### config.mk
export PLATFORM = sky130hd
export DESIGN_NAME = mult_div_unit
export DESIGN_NICKNAME = d
export VERILOG_FILES = /design/src/rtl/mult_div_unit.sv
export SDC_FILE = /design/constraint.sdc
export NUM_CORES = 1
export LEC_CHECK = 0
export ABC_CLOCK_PERIOD_IN_PS = 7600
export CELL_PAD_IN_SITES_DETAIL_PLACEMENT = 0
export CELL_PAD_IN_SITES_GLOBAL_PLACEMENT = 1
export CORE_UTILIZATION = 48
export DETAILED_ROUTE_END_ITERATION = 10
export PLACE_DENSITY_LB_ADDON = 0.12
export SLEW_MARGIN = 25
export SYNTH_ARGS = -nofsm -noshare
export SYNTH_HDL_FRONTEND = slang
export SYNTH_SLANG_ARGS = --single-unit
### constraint.sdc
create_clock -name clk -period 7.6 [get_ports clk]
set_input_delay 1.52 -clock clk [delete_from_list [all_inputs] [get_ports clk]]
set_output_delay 1.52 -clock clk [all_outputs]
set_load 0.01 [all_outputs]
### src/rtl/mult_div_unit.sv
// Iterative MIPS multiply/divide unit: shift-add MULT/MULTU, restoring DIV/DIVU, HI/LO registers.
// Optional MTHI/MTLO write port is enabled by defining MDU_HILO_WRITE_EN.
module mult_div_unit #(
   parameter int WIDTH = 32
) (
   input  logic             clk,
   input  logic             rst_n,
   input  logic             start,
   input  logic [1:0]       op,
   input  logic [WIDTH-1:0] op_a,
   input  logic [WIDTH-1:0] op_b,
`ifdef MDU_HILO_WRITE_EN
   input  logic             hilo_wr,
   input  logic             hilo_sel,
   input  logic [WIDTH-1:0] hilo_din,
`endif
   output logic             busy,
   output logic             done,
   output logic             div_zero,
   output logic [WIDTH-1:0] hi,
   output logic [WIDTH-1:0] lo
);
   localparam int CW = (WIDTH > 1) ? $clog2(WIDTH) : 1;

   typedef enum logic [1:0] {IDLE, CALC, FIXUP, DONE} state_t;

   state_t             state, nxt;
   logic               is_div, sgn_q, sgn_r, dz;
   logic [CW-1:0]      cnt;
   logic [WIDTH-1:0]   opr;
   logic [2*WIDTH-1:0] acc;

   logic               start_ok, signed_op, a_neg, b_neg, b_zero, ge;
   logic [WIDTH-1:0]   a_mag, b_mag, res_hi, res_lo;
   logic [WIDTH:0]     msum, rtrial, rdiff;
   logic [2*WIDTH-1:0] mult_next, div_next, prod;

   assign start_ok  = (state == IDLE) && start;
   assign signed_op = ~op[0];
   assign a_neg     = signed_op & op_a[WIDTH-1];
   assign b_neg     = signed_op & op_b[WIDTH-1];
   assign a_mag     = a_neg ? -op_a : op_a;
   assign b_mag     = b_neg ? -op_b : op_b;
   assign b_zero    = (op_b == '0);

   assign busy = (state == CALC) || (state == FIXUP);
   assign done = (state == DONE);

   always_ff @(posedge clk or negedge rst_n) begin
      if (!rst_n) state <= IDLE;
      else        state <= nxt;
   end

   // Divide-by-zero goes straight to FIXUP: the preloaded acc already holds the result,
   // which keeps done at start+2 without a separate state.
   always_comb begin
      nxt = state;
      case (state)
         IDLE:    if (start) nxt = (op[1] && b_zero) ? FIXUP : CALC;
         CALC:    if (cnt == CW'(WIDTH-1)) nxt = FIXUP;
         FIXUP:   nxt = DONE;
         default: nxt = IDLE;
      endcase
   end

   // One iteration of each algorithm; acc = {upper/remainder, lower/quotient}.
   always_comb begin
      msum      = {1'b0, acc[2*WIDTH-1:WIDTH]} + {1'b0, opr};
      mult_next = acc[0] ? {msum, acc[WIDTH-1:1]} : {1'b0, acc[2*WIDTH-1:1]};
      rtrial    = {acc[2*WIDTH-1:WIDTH], acc[WIDTH-1]};
      rdiff     = rtrial - {1'b0, opr};
      ge        = (rtrial >= {1'b0, opr});
      div_next  = ge ? {rdiff[WIDTH-1:0], acc[WIDTH-2:0], 1'b1}
                     : {rtrial[WIDTH-1:0], acc[WIDTH-2:0], 1'b0};
   end

   always_comb begin
      prod   = sgn_q ? -acc : acc;
      res_hi = prod[2*WIDTH-1:WIDTH];
      res_lo = prod[WIDTH-1:0];
      if (dz) begin
         res_hi = acc[2*WIDTH-1:WIDTH];
         res_lo = acc[WIDTH-1:0];
      end else if (is_div) begin
         res_lo = sgn_q ? -acc[WIDTH-1:0] : acc[WIDTH-1:0];
         res_hi = sgn_r ? -acc[2*WIDTH-1:WIDTH] : acc[2*WIDTH-1:WIDTH];
      end
   end

   always_ff @(posedge clk or negedge rst_n) begin
      if (!rst_n) begin
         is_div <= 1'b0;
         sgn_q  <= 1'b0;
         sgn_r  <= 1'b0;
         dz     <= 1'b0;
         cnt    <= '0;
         opr    <= '0;
         acc    <= '0;
      end else if (start_ok) begin
         is_div <= op[1];
         sgn_q  <= a_neg ^ b_neg;
         sgn_r  <= a_neg;
         dz     <= op[1] & b_zero;
         cnt    <= '0;
         if (op[1]) begin
            opr <= b_mag;
            acc <= b_zero ? {op_a, {WIDTH{1'b1}}} : {{WIDTH{1'b0}}, a_mag};
         end else begin
            opr <= a_mag;
            acc <= {{WIDTH{1'b0}}, b_mag};
         end
      end else if (state == CALC) begin
         cnt <= cnt + CW'(1);
         acc <= is_div ? div_next : mult_next;
      end
   end

   always_ff @(posedge clk or negedge rst_n) begin
      if (!rst_n) begin
         hi       <= '0;
         lo       <= '0;
         div_zero <= 1'b0;
      end else begin
         if (start_ok) div_zero <= 1'b0;
         if (state == FIXUP) begin
            hi       <= res_hi;
            lo       <= res_lo;
            div_zero <= dz;
         end
`ifdef MDU_HILO_WRITE_EN
         else if (hilo_wr && (state == IDLE || state == DONE)) begin
            if (hilo_sel) hi <= hilo_din;
            else          lo <= hilo_din;
         end
`endif
      end
   end
endmodule

==> flow_summary.rst, run 1 <==
.. list-table::
   :header-rows: 1

   * - Metric
     - Value
   * - Async set-reset flop share out of synthesis
     - 100%
   * - Worst Max-Slew Pin Slew
     - 1100 ps
   * - Achievable frequency
     - 192 MHz
   * - Maximum fanout encountered on the critical timing path
     - 18
   * - Site Rows
     - 65
   * - Wire length of the first global-routing pass
     - 88400 um
   * - Setup repair after global routing missed its margin
     - false
   * - Number of synthesized flops with an enable pin
     - 0
   * - Die area
     - 33100 um2
   * - Number of pins with negative max-slew slack in the final report
     - 0
   * - Vias in the first global route
     - 14900
   * - Residual DRC count
     - 0
   * - Port buffer count
     - 135
   * - Maximum level of the CTS H-tree
     - 4
   * - Worst setup path category
     - primary input to flop
   * - Number of distinct library cells after synthesis
     - 93
   * - Hold Vio Cnt, Final
     - 0
   * - Arrival time of data at the critical path endpoint
     - 5620 ps
   * - CTS Sinks
     - 172
   * - Clk pin slew, worst setup/hold paths
     - 80 ps
   * - Aggregate global-route resource usage
     - 35.3%
   * - Post-synthesis sequential area ratio
     - 27.7%
   * - Post-cts gate resize count
     - 0
   * - Initial Utilization
     - 49.0%
   * - Final-layout setup total negative slack
     - 0 ps
   * - Status
     - completed
   * - Routability congestion estimate from global placement
     - 0.987
   * - Number of max-cap violations
     - 0
   * - Crit start category
     - primary input
   * - Power Total
     - 0.00982 W
   * - Synthesized Nets
     - 2135
   * - Io pins
     - 136
   * - Maximum vdd drop
     - 0.000304 V
   * - Power Internal
     - 0.00465 W
   * - Detail-routed via count per cell
     - 6.32
   * - # setup viols final
     - 0
   * - Layout overhead on the synthesized area
     - 13.9%
   * - Die height
     - 182 um
   * - Leak
     - 7.15 nW
   * - Count of routing violations after the opening detailed-route iteration
     - 1466
   * - Net switching power of the design
     - 0.00516 W
   * - Standard cell core area
     - 31700 um2
   * - Final global-route overflow total
     - 0
   * - Fraction of layout instances using a drive strength above 1
     - 6.23%
   * - Synth warn
     - 0
   * - Power density of the placed cells
     - 555 nW/um2
   * - Share of the clock period used by the worst path after layout
     - 68.7%
   * - Clock skew
     - 18.7 ps
   * - Wirelength per Cell
     - 23.3 um
   * - Clock tree from TritonCTS
     - built
   * - Detailed-routing iteration count for the pre-antenna-repair pass
     - 6
   * - Largest net degree at the start of global routing
     - 103
   * - Detailed-route via count
     - 15500
   * - Endpoint type of the worst setup path
     - flop
   * - Post-CTS setup buffers
     - 0
   * - Syn Area/Cell
     - 7.81 um2
   * - Switching part of the total power
     - 52.6%
   * - Total number of nets in the final design
     - 2186
   * - Fin crit period
     - 5220 ps
   * - Number of antenna violations at the first check in global routing
     - 0
   * - Buffer depth of the longest clock path
     - 2
   * - Relative contribution of the clock network to total power
     - 9.3%
   * - HP Class
     - flop to flop
   * - DRT Wirelength
     - 57300 um
   * - Part of the total power dissipated in sequential elements
     - 21.5%
   * - Post-synthesis cell area
     - 15500 um2
   * - Residual antenna-violating net count after detailed routing
     - 0
   * - Post-synthesis instance total
     - 1990
   * - Relative max-transition margin
     - 26.2%
   * - Quantity of hold-fixing buffers added after cts
     - 0
   * - Half-perimeter wire length after placement
     - 43500 um
   * - Skew-Pair Late Insertion Delay
     - 470 ps
   * - Required arrival time at the worst endpoint
     - 8000 ps
   * - Root Driver
     - sky130_fd_sc_hd__clkbuf_16
   * - Share of total power in combinational logic
     - 69.2%
   * - Post-synthesis sequential element count
     - 172
   * - Inserted Clock Buffers
     - 17
   * - Die width
     - 182 um
   * - Predominant post-synthesis flop cell
     - sky130_fd_sc_hd__dfrtp_1
-- cells in the mapped netlist, types with 14 or more instances --
cell type,instances,share of area [%]
sky130_fd_sc_hd__nor2_1,213,5.1
sky130_fd_sc_hd__a21oi_1,199,6.4
sky130_fd_sc_hd__nand2_1,190,4.6
sky130_fd_sc_hd__o21ai_0,181,5.8
sky130_fd_sc_hd__dfrtp_1,172,28
sky130_fd_sc_hd__xnor2_1,116,6.5
sky130_fd_sc_hd__clkbuf_1,97,2.3
sky130_fd_sc_hd__inv_1,81,2.0
sky130_fd_sc_hd__ha_1,74,6.0
sky130_fd_sc_hd__xor2_1,56,3.2
sky130_fd_sc_hd__mux2i_1,50,3.2
sky130_fd_sc_hd__nor3_1,44,1.4
sky130_fd_sc_hd__nand3_1,39,1.3
sky130_fd_sc_hd__a21o_1,36,1.7
sky130_fd_sc_hd__a31oi_1,32,1.3
sky130_fd_sc_hd__o211ai_1,27,1.3
sky130_fd_sc_hd__o31ai_1,23,1.1
sky130_fd_sc_hd__mux2_2,18,1.3
sky130_fd_sc_hd__a221oi_1,17,0.96
sky130_fd_sc_hd__o221ai_1,17,0.96
sky130_fd_sc_hd__o21a_1,16,0.77
sky130_fd_sc_hd__buf_1,15,0.36
sky130_fd_sc_hd__nand2b_1,15,0.60
sky130_fd_sc_hd__or3_1,15,0.60
sky130_fd_sc_hd__a211oi_1,14,0.68
sky130_fd_sc_hd__nor4_1,14,0.56
-- through the flow --
step           area [um2]  hold slack (ps)  worst slack (ps)  cells  util [%]
5_1_grt             17700              544              1990   2456      55.8
6_report            17700              514              2380   2457      55.8
4_1_cts             17700              523              2460   2456      55.7
3_5_place_dp        17100              508              1990   2424      53.9
3_3_place_gp        17100              492              2120   2424      53.9
2_1_floorplan       15500              478              3830   1990         -
-- power by group through the flow --
stage          logic [W]  clock network [W]  registers (W)
3_5_place_dp     0.00666                  0        0.00210
6_report         0.00680           0.000909        0.00211
5_1_grt          0.00743           0.000955        0.00216
3_3_place_gp     0.00660                  0        0.00209
4_1_cts          0.00671           0.000917        0.00208
2_1_floorplan    0.00482                  0        0.00181
-- final cells by class --
type                    instances  area (um2)
inverters                      83         312
fillers                      3013       14000
repair buffers                154        1500
well taps                     402         503
clock buffers                  22         484
flip-flops and latches        172        4310
clock inverters                10         104
multi-input cells            1613       10500
diodes                          1        2.50
-- logic make-up (layout without fill, tap and decap cells) --
group / Yosys count / after routing / share of synthesized area (%)
adders and majority gates: 76 / 76 / 6.22
xor gates and xnor gates: 172 / 172 / 9.70
muxes: 68 / 68 / 4.53
other: 0 / 1 / 0
buffers and inverters: 205 / 269 / 5.07
DFF: 172 / 172 / 27.7
and+or+nand+nor: 615 / 615 / 18.7
AOI/OAI and AO/OA: 682 / 682 / 28.1
-- state kept, by name, indices dropped and copies added, names as in the netlist --
| name | flops |
|---|---|
| hi | 32 |
| lo | 32 |
| dz | 1 |
| sgn_r | 1 |
| is_div | 1 |
| div_zero | 1 |
| state | 2 |
| sgn_q | 1 |
| opr | 32 |
| cnt | 5 |
| acc | 64 |
-- worst max-delay path, stage by stage --
cell                              delay [ps]
sky130_fd_sc_hd__clkdlybuf4s50_1         490
sky130_fd_sc_hd__nor4_1                  530
sky130_fd_sc_hd__nand3_1                 350
sky130_fd_sc_hd__nor3_1                  480
sky130_fd_sc_hd__nand3_2                 460
sky130_fd_sc_hd__nor3_4                  890
sky130_fd_sc_hd__buf_4                   390
sky130_fd_sc_hd__a221oi_1                120
sky130_fd_sc_hd__o21ai_0                 140
sky130_fd_sc_hd__a21oi_1                  60
sky130_fd_sc_hd__a21oi_1                 150
-- layout by cell type (no fill, tap or decap), types with 7 or more instances in the layout --
cell                              count
sky130_fd_sc_hd__xor2_1              56
sky130_fd_sc_hd__o21bai_1             9
sky130_fd_sc_hd__a221oi_1            17
sky130_fd_sc_hd__nor4_1              14
sky130_fd_sc_hd__and3_1              13
sky130_fd_sc_hd__a31o_2               9
sky130_fd_sc_hd__dfrtp_1            171
sky130_fd_sc_hd__o21ai_0            181
sky130_fd_sc_hd__nor2_1             211
sky130_fd_sc_hd__or2_2                7
sky130_fd_sc_hd__nand2_1            189
sky130_fd_sc_hd__nor2b_1              8
sky130_fd_sc_hd__a21o_1              36
sky130_fd_sc_hd__nand2b_1            15
sky130_fd_sc_hd__xnor2_1            116
sky130_fd_sc_hd__and2_1               7
sky130_fd_sc_hd__o41ai_1             11
sky130_fd_sc_hd__o211ai_1            27
sky130_fd_sc_hd__o21a_1              16
sky130_fd_sc_hd__clkbuf_16           17
sky130_fd_sc_hd__o22ai_1              8
sky130_fd_sc_hd__buf_4               18
sky130_fd_sc_hd__mux2_2              18
sky130_fd_sc_hd__a311oi_1             7
sky130_fd_sc_hd__o221ai_1            17
sky130_fd_sc_hd__a211oi_1            14
sky130_fd_sc_hd__clkdlybuf4s50_1    133
sky130_fd_sc_hd__nand4_1             10
sky130_fd_sc_hd__nand3_1             39
sky130_fd_sc_hd__a21oi_1            199
sky130_fd_sc_hd__nor3_1              42
sky130_fd_sc_hd__mux2i_1             50
sky130_fd_sc_hd__a31oi_1             32
sky130_fd_sc_hd__or3_1               15
sky130_fd_sc_hd__inv_1               81
sky130_fd_sc_hd__o31ai_1             23
sky130_fd_sc_hd__or4_1                7
sky130_fd_sc_hd__ha_1                72
-- metal layers --
layer,vias up,track usage [%],wire (um)
li1,7360,-,-
met1,7410,45.8,24200
met2,613,57.7,26400
met3,133,4.01,3640
met4,0,18.5,2990
met5,-,0,0
-- worst paths after layout --
path                            to  cells past startpoint  slack (ps)  startpoint
hold reg to reg             hi[30]                      1         510      hi[30]
setup / recovery           acc[49]                     11        2380     op_b[2]
hold / removal              hi[30]                      1         510      hi[30]
min in group asynchronous   cnt[2]                      1        1160       rst_n
max in group asynchronous   is_div                      2        5150       rst_n
setup reg to reg           acc[44]                     11        3350     acc[34]
No activity file was read; power rests on OpenSTA's default activity.
==> run 2: changes to the inputs <==
--- a/config.mk
+++ b/config.mk
@@ -5,10 +5,10 @@
 export SDC_FILE = /design/constraint.sdc
 export NUM_CORES = 1
 export LEC_CHECK = 0
-export ABC_CLOCK_PERIOD_IN_PS = 7600
+export ABC_CLOCK_PERIOD_IN_PS = 5200
 export CELL_PAD_IN_SITES_DETAIL_PLACEMENT = 0
 export CELL_PAD_IN_SITES_GLOBAL_PLACEMENT = 1
-export CORE_UTILIZATION = 48
+export CORE_UTILIZATION = 45
 export DETAILED_ROUTE_END_ITERATION = 10
 export PLACE_DENSITY_LB_ADDON = 0.12
 export SLEW_MARGIN = 25
==> constraint.sdc (replaced) <==
create_clock -name clk -period 5.2 [get_ports clk]
set_input_delay 1.04 -clock clk [delete_from_list [all_inputs] [get_ports clk]]
set_output_delay 1.04 -clock clk [all_outputs]
set_load 0.01 [all_outputs]
==> run 2 against run 1 <==
  * Die area up 6.6%
  * Critical path depth unchanged
  * Highest routed layer unchanged
  * Largest cell class unchanged
  * Combinational power is 53% higher
  * Via count is 2.4% higher
  * Cell count rose by 2.8%
  * Sequential share of layout area fell by 0.31 points
  * Flip-flop and latch count unchanged
  * Non-clock buffer count grew 23
==> flow_summary.rst, run 2 (same netlist as run 1, synthesis figures left out) <==
.. list-table::
   :header-rows: 1

   * - Metric
     - Value
   * - Relative max-transition margin
     - 28.3% (+2.1 points)
   * - Required arrival time at the worst endpoint
     - 5510 ps (-2490 ps)
   * - Maximum cell stage delay along the critical path
     - 820 ps (-70 ps)
   * - Detailed-routing iteration count for the pre-antenna-repair pass
     - 6 (unchanged)
   * - Net switching power of the design
     - 0.00778 W (+51%)
   * - Die width
     - 188 um (+3.2%)
   * - Buffer depth of the longest clock path
     - 2 (unchanged)
   * - Worst Max-Slew Pin Slew
     - 1070 ps (-26.6 ps)
   * - Aggregate global-route resource usage
     - 34.2% (-1.0 points)
   * - Worst path top cell family by delay
     - compound AO/OA/AOI/OAI gates
   * - Buffer and inverter count on the worst path
     - 1 (-1)
   * - Fraction of layout instances using a drive strength above 1
     - 7.22% (+0.99 points)
   * - Power density of the placed cells
     - 821 nW/um2 (+48%)
   * - Maximum fanout encountered on the critical timing path
     - 26 (+8)
   * - Port buffer count
     - 135 (unchanged)
   * - # setup viols final
     - 0 (unchanged)
   * - Skew-Pair Late Insertion Delay
     - 470 ps (about the same)
   * - Detailed-route via count
     - 15900 (+2.4%)
   * - Post-cts gate resize count
     - 0 (unchanged)
   * - Number of max-cap violations
     - 0 (unchanged)
   * - Post-CTS setup buffers
     - 0 (unchanged)
   * - Antenna Cells
     - 0 (-1)
   * - Clock tree from TritonCTS
     - built
   * - Register bank with the most flops
     - acc
   * - DRT Wirelength
     - 60000 um (+4.8%)
   * - Power Internal
     - 0.00693 W (+49%)
   * - Achievable frequency
     - 245 MHz
   * - Detail-routed via count per cell
     - 6.29 (-0.40%)
   * - Maximum level of the CTS H-tree
     - 4 (unchanged)
   * - Die height
     - 188 um (+3.2%)
   * - Fin crit period
     - 4070 ps
   * - Clk pin slew, worst setup/hold paths
     - 80 ps (about the same)
   * - Endpoint type of the worst setup path
     - flop
   * - Share of total power in combinational logic
     - 70.9% (+1.7 points)
   * - Largest net degree at the start of global routing
     - 103 (unchanged)
   * - Clock skew
     - 17.8 ps (-0.936 ps)
   * - HP Class
     - flop to flop
   * - Flop2flop setup slack
     - 1130 ps (-2220 ps)
   * - Standard cell core area
     - 33800 um2 (+6.5%)
   * - Routability congestion estimate from global placement
     - 0.996 (+0.87%)
   * - Layout overhead on the synthesized area
     - 15.3%
   * - Final-layout setup total negative slack
     - 0 ps (unchanged)
   * - Number of pins with negative max-slew slack in the final report
     - 0 (unchanged)
   * - Flip-flop count of the largest register after layout
     - 64 (unchanged)
   * - Die area
     - 35300 um2 (+6.6%)
   * - Fin area
     - 17900 um2 (+1.3%)
   * - Initial Utilization
     - 46.0% (-3.0 points)
   * - Worst setup path category
     - flop to flop
   * - Residual DRC count
     - 0 (unchanged)
   * - Total number of nets in the final design
     - 2209 (+1.1%)
   * - Leak
     - 7.26 nW (+1.6%)
   * - Setup repair after global routing missed its margin
     - false
   * - Vias in the first global route
     - 15100 (+1.2%)
   * - Cells traversed along the worst timing path
     - ha_1 -> nand2_1 -> nor2_1 -> and4_1 -> a31o_2 -> a311oi_2 -> o31ai_4 -> buf_4 -> mux2i_1 -> a222oi_1 -> o21ai_0
   * - Count of routing violations after the opening detailed-route iteration
     - 1490 (+1.6%)
   * - Most common cell after layout, fill and taps aside
     - sky130_fd_sc_hd__nor2_1
   * - Status
     - completed
   * - CTS Sinks
     - 172 (unchanged)
   * - Hold Vio Cnt, Final
     - 0 (unchanged)
   * - Wirelength per Cell
     - 23.8 um (+1.9%)
   * - Cell at the slowest stage of the critical path
     - sky130_fd_sc_hd__dfrtp_1
   * - Number of antenna violations at the first check in global routing
     - 0 (unchanged)
   * - Placement-stage cell area
     - 17300 um2 (+1.3%)
   * - Wire length of the first global-routing pass
     - 91500 um (+3.6%)
   * - Inserted Clock Buffers
     - 17 (unchanged)
   * - Residual antenna-violating net count after detailed routing
     - 0 (unchanged)
   * - Share of the clock period used by the worst path after layout
     - 78.3%
   * - Half-perimeter wire length after placement
     - 46500 um (+6.9%)
   * - Crit start category
     - flop
   * - Commonest non-fill, non-tap cells in the layout
     - sky130_fd_sc_hd__nor2_1, sky130_fd_sc_hd__a21oi_1, sky130_fd_sc_hd__nand2_1, sky130_fd_sc_hd__o21ai_0, sky130_fd_sc_hd__dfrtp_1
   * - Io pins
     - 136 (unchanged)
   * - Site Rows
     - 67 (+3.1%)
   * - Root Driver
     - sky130_fd_sc_hd__clkbuf_16
   * - Arrival time of data at the critical path endpoint
     - 4390 ps (-1230 ps)
   * - Part of the total power dissipated in sequential elements
     - 19.7% (-1.8 points)
   * - Switching part of the total power
     - 52.9% (+0.32 points)
   * - Final global-route overflow total
     - 0 (unchanged)
   * - Quantity of hold-fixing buffers added after cts
     - 0 (unchanged)
   * - Relative contribution of the clock network to total power
     - 9.4% (about the same)
   * - Maximum vdd drop
     - 0.000481 V (+58%)
[run 2: layer usage]
metal,GRT usage (%),vias to the layer above,wire length (um),part of all wire [%]
met2,53.8,695,26900,45
met3,5.35,150,4270,7.1
li1,-,7403,-,-
met4,18.7,0,3220,5.4
met5,0,-,0,0
met1,45.0,7634,25600,43
[run 2: power groups by stage]
| stage | Clock [W] | Sequential (W) | Combinational (W) |
|---|---|---|---|
| 2_1_floorplan | 0 | 0.00264 | 0.00704 |
| 3_3_place_gp | 0 | 0.00289 | 0.0102 |
| 3_5_place_dp | 0 | 0.00291 | 0.0102 |
| 4_1_cts | 0.00140 | 0.00288 | 0.0103 |
| 5_1_grt | 0.00144 | 0.00298 | 0.0113 |
| 6_report | 0.00138 | 0.00290 | 0.0104 |
[run 2: worst paths after layout]
path / start / to / depth (start not counted)
setup / recovery: acc[42] / acc[34] / 11
hold / removal: hi[30] / hi[30] / 1
hold reg to reg: hi[30] / hi[30] / 1
setup reg to reg: acc[42] / acc[34] / 11
min in group asynchronous: rst_n / lo[28] / 1
max in group asynchronous: rst_n / is_div / 2
[run 2: cell type report]
cell class	instances	area, um2
Clock inverter	15	176
Fill cell	3275	15900
Multi-Input combinational cell	1613	10500
Inverter	83	312
Timing Repair Buffer	177	1660
Sequential cell	172	4310
Tap cell	448	561
Clock buffer	17	425
[run 2: per-stage QoR]
step	util (%)	setup WS, ps	power [W]	std cells	hold slack (ps)
global route	53.0	994	0.0157	2525	530
global placement	51.2	1000	0.0131	2493	492
floorplan	-	1910	0.00969	1990	478
finish	53.0	1130	0.0147	2525	507
detailed placement	51.2	948	0.0131	2493	499
CTS	53.0	1290	0.0145	2525	515
